$ cat src/rtl/dtw_result_arbiter.sv
// dtw_result_arbiter
//   Packet-atomic round-robin arbiter. Connects NUM_CORES DTW compute cores to the single
//   write port of the M00 AXI-Stream result FIFO. A core that wins arbitration keeps the FIFO
//   for exactly WORDS_PER_PACKET words. As a result, every TLAST-delimited output packet
//   carries the results of one core only.
//
//   Handshake inside a packet is purely combinational: the granted core sees ready whenever
//   the FIFO has room. A word moves on every cycle where that core also holds valid.
//   Between packets there is one IDLE cycle. In that cycle the next owner is chosen and
//   registered.

module dtw_result_arbiter #(
    parameter int NUM_CORES            = 4,
    parameter int C_S_AXIS_TDATA_WIDTH = 32,
    parameter int WORDS_PER_PACKET     = 8,
    parameter int PKT_CNT_WIDTH        = 16
) (
    input  logic                                      M_AXIS_ACLK,
    input  logic                                      M_AXIS_ARESETN,
    input  logic                                      enable,
    input  logic [NUM_CORES-1:0]                      core_res_valid,
    input  logic [NUM_CORES*C_S_AXIS_TDATA_WIDTH-1:0] core_res_data,
    output logic [NUM_CORES-1:0]                      core_res_ready,
    output logic                                      dtw_fifo_wren,
    output logic [C_S_AXIS_TDATA_WIDTH-1:0]           dtw_fifo_din,
    input  logic                                      dtw_fifo_full,
    output logic [$clog2(NUM_CORES)-1:0]              grant_idx,
    output logic                                      busy,
    output logic [PKT_CNT_WIDTH-1:0]                  pkt_count
);

    localparam int GW        = $clog2(NUM_CORES);
    localparam int WC_W      = (WORDS_PER_PACKET > 1) ? $clog2(WORDS_PER_PACKET) : 1;
    localparam int W         = C_S_AXIS_TDATA_WIDTH;

    localparam logic [WC_W-1:0] LAST_WORD  = WC_W'(WORDS_PER_PACKET - 1);
    localparam logic [GW-1:0]   LAST_CORE  = GW'(NUM_CORES - 1);

    typedef enum logic [0:0] {
        IDLE = 1'b0,
        XFER = 1'b1
    } state_t;

    // Registered state
    state_t                  state;
    logic [GW-1:0]           last_grant;
    logic [WC_W-1:0]         word_cnt;

    // Next-state values
    state_t                  state_nxt;
    logic [GW-1:0]           grant_nxt;
    logic [GW-1:0]           last_nxt;
    logic [WC_W-1:0]         word_cnt_nxt;
    logic [PKT_CNT_WIDTH-1:0] pkt_count_nxt;

    // Arbitration and handshake helpers
    logic                    pick_found;
    logic [GW-1:0]           pick_idx;
    logic                    xfer;

    // Round-robin search. It starts one past the last completed grant and wraps, so that
    // core is the last to be considered for the next packet.
    always_comb begin
        logic [GW-1:0] cand;
        // NOTE: every variable written here gets a default before any branch. A path that
        // leaves one unassigned would infer a latch.
        cand       = '0;
        pick_found = 1'b0;
        pick_idx   = '0;
        for (int k = 1; k <= NUM_CORES; k++) begin
            cand = GW'((int'(last_grant) + k) % NUM_CORES);
            if (!pick_found && core_res_valid[cand]) begin
                pick_found = 1'b1;
                pick_idx   = cand;
            end
        end
    end

    // Zero-latency datapath: route the granted core's word to the FIFO while in XFER.
    always_comb begin
        core_res_ready = '0;
        dtw_fifo_wren  = 1'b0;
        dtw_fifo_din   = '0;
        busy           = 1'b0;
        xfer           = 1'b0;
        if (state == XFER) begin
            busy                      = 1'b1;
            core_res_ready[grant_idx] = !dtw_fifo_full;
            xfer                      = core_res_valid[grant_idx] && !dtw_fifo_full;
            dtw_fifo_wren             = xfer;
            dtw_fifo_din              = core_res_data[int'(grant_idx) * W +: W];
        end
    end

    // Next-state logic: grant in IDLE, count words in XFER, close the packet on its last word.
    always_comb begin
        state_nxt     = state;
        grant_nxt     = grant_idx;
        last_nxt      = last_grant;
        word_cnt_nxt  = word_cnt;
        pkt_count_nxt = pkt_count;
        case (state)
            IDLE: begin
                if (enable && pick_found) begin
                    grant_nxt = pick_idx;
                    state_nxt = XFER;
                end
            end
            XFER: begin
                if (xfer) begin
                    if (word_cnt == LAST_WORD) begin
                        word_cnt_nxt  = '0;
                        last_nxt      = grant_idx;
                        pkt_count_nxt = pkt_count + 1'b1;
                        state_nxt     = IDLE;
                    end else begin
                        word_cnt_nxt = word_cnt + 1'b1;
                    end
                end
            end
            default: state_nxt = IDLE;
        endcase
    end

    // State and counters. Synchronous reset abandons any partial packet.
    always_ff @(posedge M_AXIS_ACLK) begin
        // NOTE: registers use non-blocking assignments. Every flop then sees the pre-edge
        // value of every other flop, whatever order the blocks are evaluated in.
        if (!M_AXIS_ARESETN) begin
            state      <= IDLE;
            grant_idx  <= '0;
            last_grant <= LAST_CORE;
            word_cnt   <= '0;
            pkt_count  <= '0;
        end else begin
            state      <= state_nxt;
            grant_idx  <= grant_nxt;
            last_grant <= last_nxt;
            word_cnt   <= word_cnt_nxt;
            pkt_count  <= pkt_count_nxt;
        end
    end

endmodule

$ cat config.mk
export PLATFORM = sky130hd
export DESIGN_NAME = dtw_result_arbiter
export DESIGN_NICKNAME = d
export VERILOG_FILES = /design/src/rtl/dtw_result_arbiter.sv
export SDC_FILE = /design/constraint.sdc
export NUM_CORES = 1
export LEC_CHECK = 0
export ABC_CLOCK_PERIOD_IN_PS = 2000
export CAP_MARGIN = 20
export CORE_MARGIN = 2
export CORE_UTILIZATION = 45
export DETAILED_ROUTE_END_ITERATION = 8
export DONT_BUFFER_PORTS = 1
export GPL_TIMING_DRIVEN = 0
export SYNTH_ARGS = -nofsm -noshare
export SYNTH_HDL_FRONTEND = slang
export SYNTH_SLANG_ARGS = --single-unit
export TNS_END_PERCENT = 10
$ cat constraint.sdc
create_clock -name M_AXIS_ACLK -period 2 [get_ports M_AXIS_ACLK]
set_clock_uncertainty 0.1 [all_clocks]
set_input_delay 0.3 -clock M_AXIS_ACLK [delete_from_list [all_inputs] [get_ports M_AXIS_ACLK]]
set_output_delay 0.3 -clock M_AXIS_ACLK [all_outputs]
set_load 0.01 [all_outputs]
==> impl_results.md <==
* Critical Path AT at 1700 ps
* Worst reg2reg path startpoint: word_cnt[0]
* Async S/R FF share, synth at 0%
* Post-Syn Area at about 2200 µm²
* Placer Congestion at between 0.8 and 0.9
* DRT Pass-1 Iters at 4
* Row cnt at 25
* CTS clk-pin slew, worst paths at roughly 90 ps
* Largest net degree at the start of global routing at 15
* Post-DP HPWL at around 6400 µm
* Fmax at approximately 480 MHz
* Max-slew violations at 0
* Critical Path, Cell by Cell: buf_12 -> buf_12 -> mux4_2 -> and2_1
* Routed WL at 7793 µm
* CP endpoint kind: primary output
* Layout cells sized above 1 at 38.79%
* Via count at between 1500 and 2000
* Critical Path Max Stage Delay at between 400 and 500 ps
* H-tree depth at 1
* DRC Markers at 0
* Grt total ovfl at 0
* Initial antenna violation count at 0
* Dpl cells at roughly 280
* Reg-to-reg endpoint: pkt_count[13]
* Vias in the first global route at 1856
* Pwr dens at approximately 530 nW/µm²
* CP Launch Point: grant_idx[0]
* Wire per inst at 27.25 µm
* Crit path top cell by count: buf_12
* Initial Utilization at a little under half
* Clock power share at 32.2%
* Worst R2R Setup Slack at 110 ps
* Placeable Area at between 4000 and 5000 µm²
* Synth top area cells: mux4_2 (34%), dfxtp_1 (22%), and2_1 (9.4%)
* Critical path startpoint category: flip-flop
* Yosys warnings at 0
* Cells after synthesis at 223
* Final instance area at approximately 2600 µm²
* Gate power share at roughly a third
* Internal at approximately 1000 µW
* Setup violations, final at 31
* Cts bufs inserted at 3
* Share of power burned in registers at 36.5%
* Worst-Margin Slew at between 500 and 600 ps
* First DRT Iteration DRCs at 62
* Post-synth top area share at between 30% and 40%
* Final net count at about 370
* Final Instance Count excl. Fillers at approximately 290
* Worst vdd ir at between 300 and 400 µV
* P_sw at roughly 380 µW
* Die area at ~5400 µm²
* Later-pin clock latency in the skew report at 270 ps
* Status: finished, violations left
* Global-route wire length before repair at 10520 µm
* GR Util All Layers at a little over a quarter
* Area leader, netlist: mux4_2
* Netlist cell types at 40
* Post-synthesis sequential area ratio at a little over a fifth
* CTS Sinks at 24
* Failing checks: setup timing
* # hold bufs at CTS at 0
* RSZ-0062 raised after global routing: true
* Ports at about 190
* Die Y at roughly 74 µm
* Die extent in x at ~74 µm
* Post-synth EDFFs at 0
* Drt via density at ~6.7
* Final WS setup at -96.67 ps
* Clock root cell: clkbuf_8
* Max cap viols at 0
* Crit path kind: reg2out
* Cells on worst reg2reg path at 7
* Inserted Diodes at 0
* Mean post-synth cell area at between 9 and 10 µm²
* Fin. Hold Viols at 0
* Rel. slew slack at 62.08%
* Sw Ratio at about 28%
* CTS tree: done
* Leak pwr at 0.9338 nW
* Synth Register Bits at 24
* Slowest-stage cell, CP: mux4_2
* Post-synth top flop: dfxtp_1
* WHS at between 60 and 70 ps
* Max FO, Critical Path at 7
* Setup TNS at -1817 ps
* Crit path to: dtw_fifo_din[16]
* DP Area at 2260 µm²
* Filler cell count at ~420
* Hold Crit Class: in2reg
* CTS Buffer Depth at 2
* IO Port Bufs at 0
* Area grow syn2layout at 16.91%
* Minimum clock period at ~2100 ps
* Fin crit share at 104.8%
* Required time of the critical path at approximately 1600 ps
* Post-route ant nets at 0
* Synth Net Count at between 300 and 400
[power by group through the flow]
stage                     logic (mW)  registers [mW]  clock network, mW
after floorplan                0.278           0.502                  0
after global placement         0.338           0.507                  0
after detailed placement       0.339           0.506                  0
after CTS                      0.423           0.496              0.439
after global routing           0.457           0.498              0.462
final                          0.428           0.497              0.438
[critical path: cells and delay by family, from the launching register on]
kind / cells / cell delay (ps)
flops: 1 / 410
mux: 1 / 490
buf+inv: 2 / 270
simple gates: 1 / 250
[per-stage QoR]
step                      setup slack, ps  power (mW)  utilization, %
after floorplan                     54.54      0.7801               -
after global placement             -198.5      0.8448           48.16
after detailed placement           -251.5      0.8453           48.16
after CTS                          -92.87       1.357           54.03
after global routing               -146.2       1.416           54.56
final                              -96.67       1.363           54.56
[routing by layer]
metal	track usage [%]	part of all wire (%)	up-vias
met5	0	0	-
met4	1.818	0	0
met3	20.71	17	0
met2	38.79	46	125
met1	32.03	37	931
li1	-	-	859
[layout make-up]
| class | count | area (µm²) | share of cell area, % |
|---|---|---|---|
| buffer | 17 | 147.6 | 5.767 |
| timing repair buffer | 5 | 61.31 | 2.395 |
| tap | 54 | 67.56 | 2.639 |
| inverter | 6 | 22.52 | 0.8798 |
| multi-input combinational | 176 | 1699 | 66.37 |
| clock buffer | 3 | 41.29 | 1.613 |
| sequential | 24 | 490.5 | 19.16 |
| clock inverter | 1 | 30.03 | 1.173 |
[registers in the layout, indices dropped and copies added, names as in the netlist]
| register | count |
|---|---|
| last_grant | 2 |
| grant_idx | 2 |
| pkt_count | 16 |
| state | 1 |
| word_cnt | 3 |
[cell usage in the layout, fill, tap and decap left out, drive strengths merged, types with 2 or more instances in the layout]
cell | Yosys | final
dfxtp | 24 | 24
or3 | 4 | 4
nor4 | 3 | 3
or4 | 2 | 2
buf | 9 | 15
a21oi | 10 | 10
mux4 | 33 | 33
o22ai | 2 | 2
o21a | 2 | 2
and3 | 4 | 4
and4 | 2 | 2
ha | 3 | 3
nand4 | 5 | 5
nor2 | 10 | 10
clkbuf | 8 | 10
o21ai | 7 | 7
xor2 | 6 | 6
and2 | 33 | 33
inv | 6 | 6
mux2i | 2 | 2
nand3 | 11 | 11
nor3 | 2 | 2
nor3b | 2 | 2
nand2 | 23 | 23
and3b | 2 | 2
[worst min path at each step]
stage	start	end	slack (ps)	cells after the start
final	M_AXIS_ARESETN	pkt_count[5]	60	2
after global routing	M_AXIS_ARESETN	pkt_count[5]	80	2
after global placement	word_cnt[1]	word_cnt[1]	350	2
after detailed placement	M_AXIS_ARESETN	pkt_count[5]	350	2
after floorplan	word_cnt[1]	word_cnt[1]	340	2
after CTS	M_AXIS_ARESETN	pkt_count[5]	60	2
[cell usage after synthesis, drive strengths merged, types with 2 or more instances]
cell type,number
a21oi,10
and2,33
and3,4
and3b,2
and4,2
buf,9
clkbuf,8
dfxtp,24
ha,3
inv,6
mux2i,2
mux4,33
nand2,23
nand3,11
nand4,5
nor2,10
nor3,2
nor3b,2
nor4,3
o21a,2
o21ai,7
o22ai,2
or3,4
or4,2
xor2,6
[cells by family after synthesis]
logic type / synth area share [%]
AOI/OAI and AO/OA: 7.543
xor gates and xnor gates: 2.400
adders and majority gates: 1.714
buffers and inverters: 4.971
DFF: 21.94
muxes: 34.86
and+or+nand+nor: 26.57
[what timing repair did]
item / in CTS / in global routing
buffers inserted: 4 / 0
pin swaps: 0 / 0
cloned: 1 / 0
gates resized for setup: 59 / 11
setup endpoints to repair: 39 / 41
Note: power is estimated with default switching activity, not from simulation.
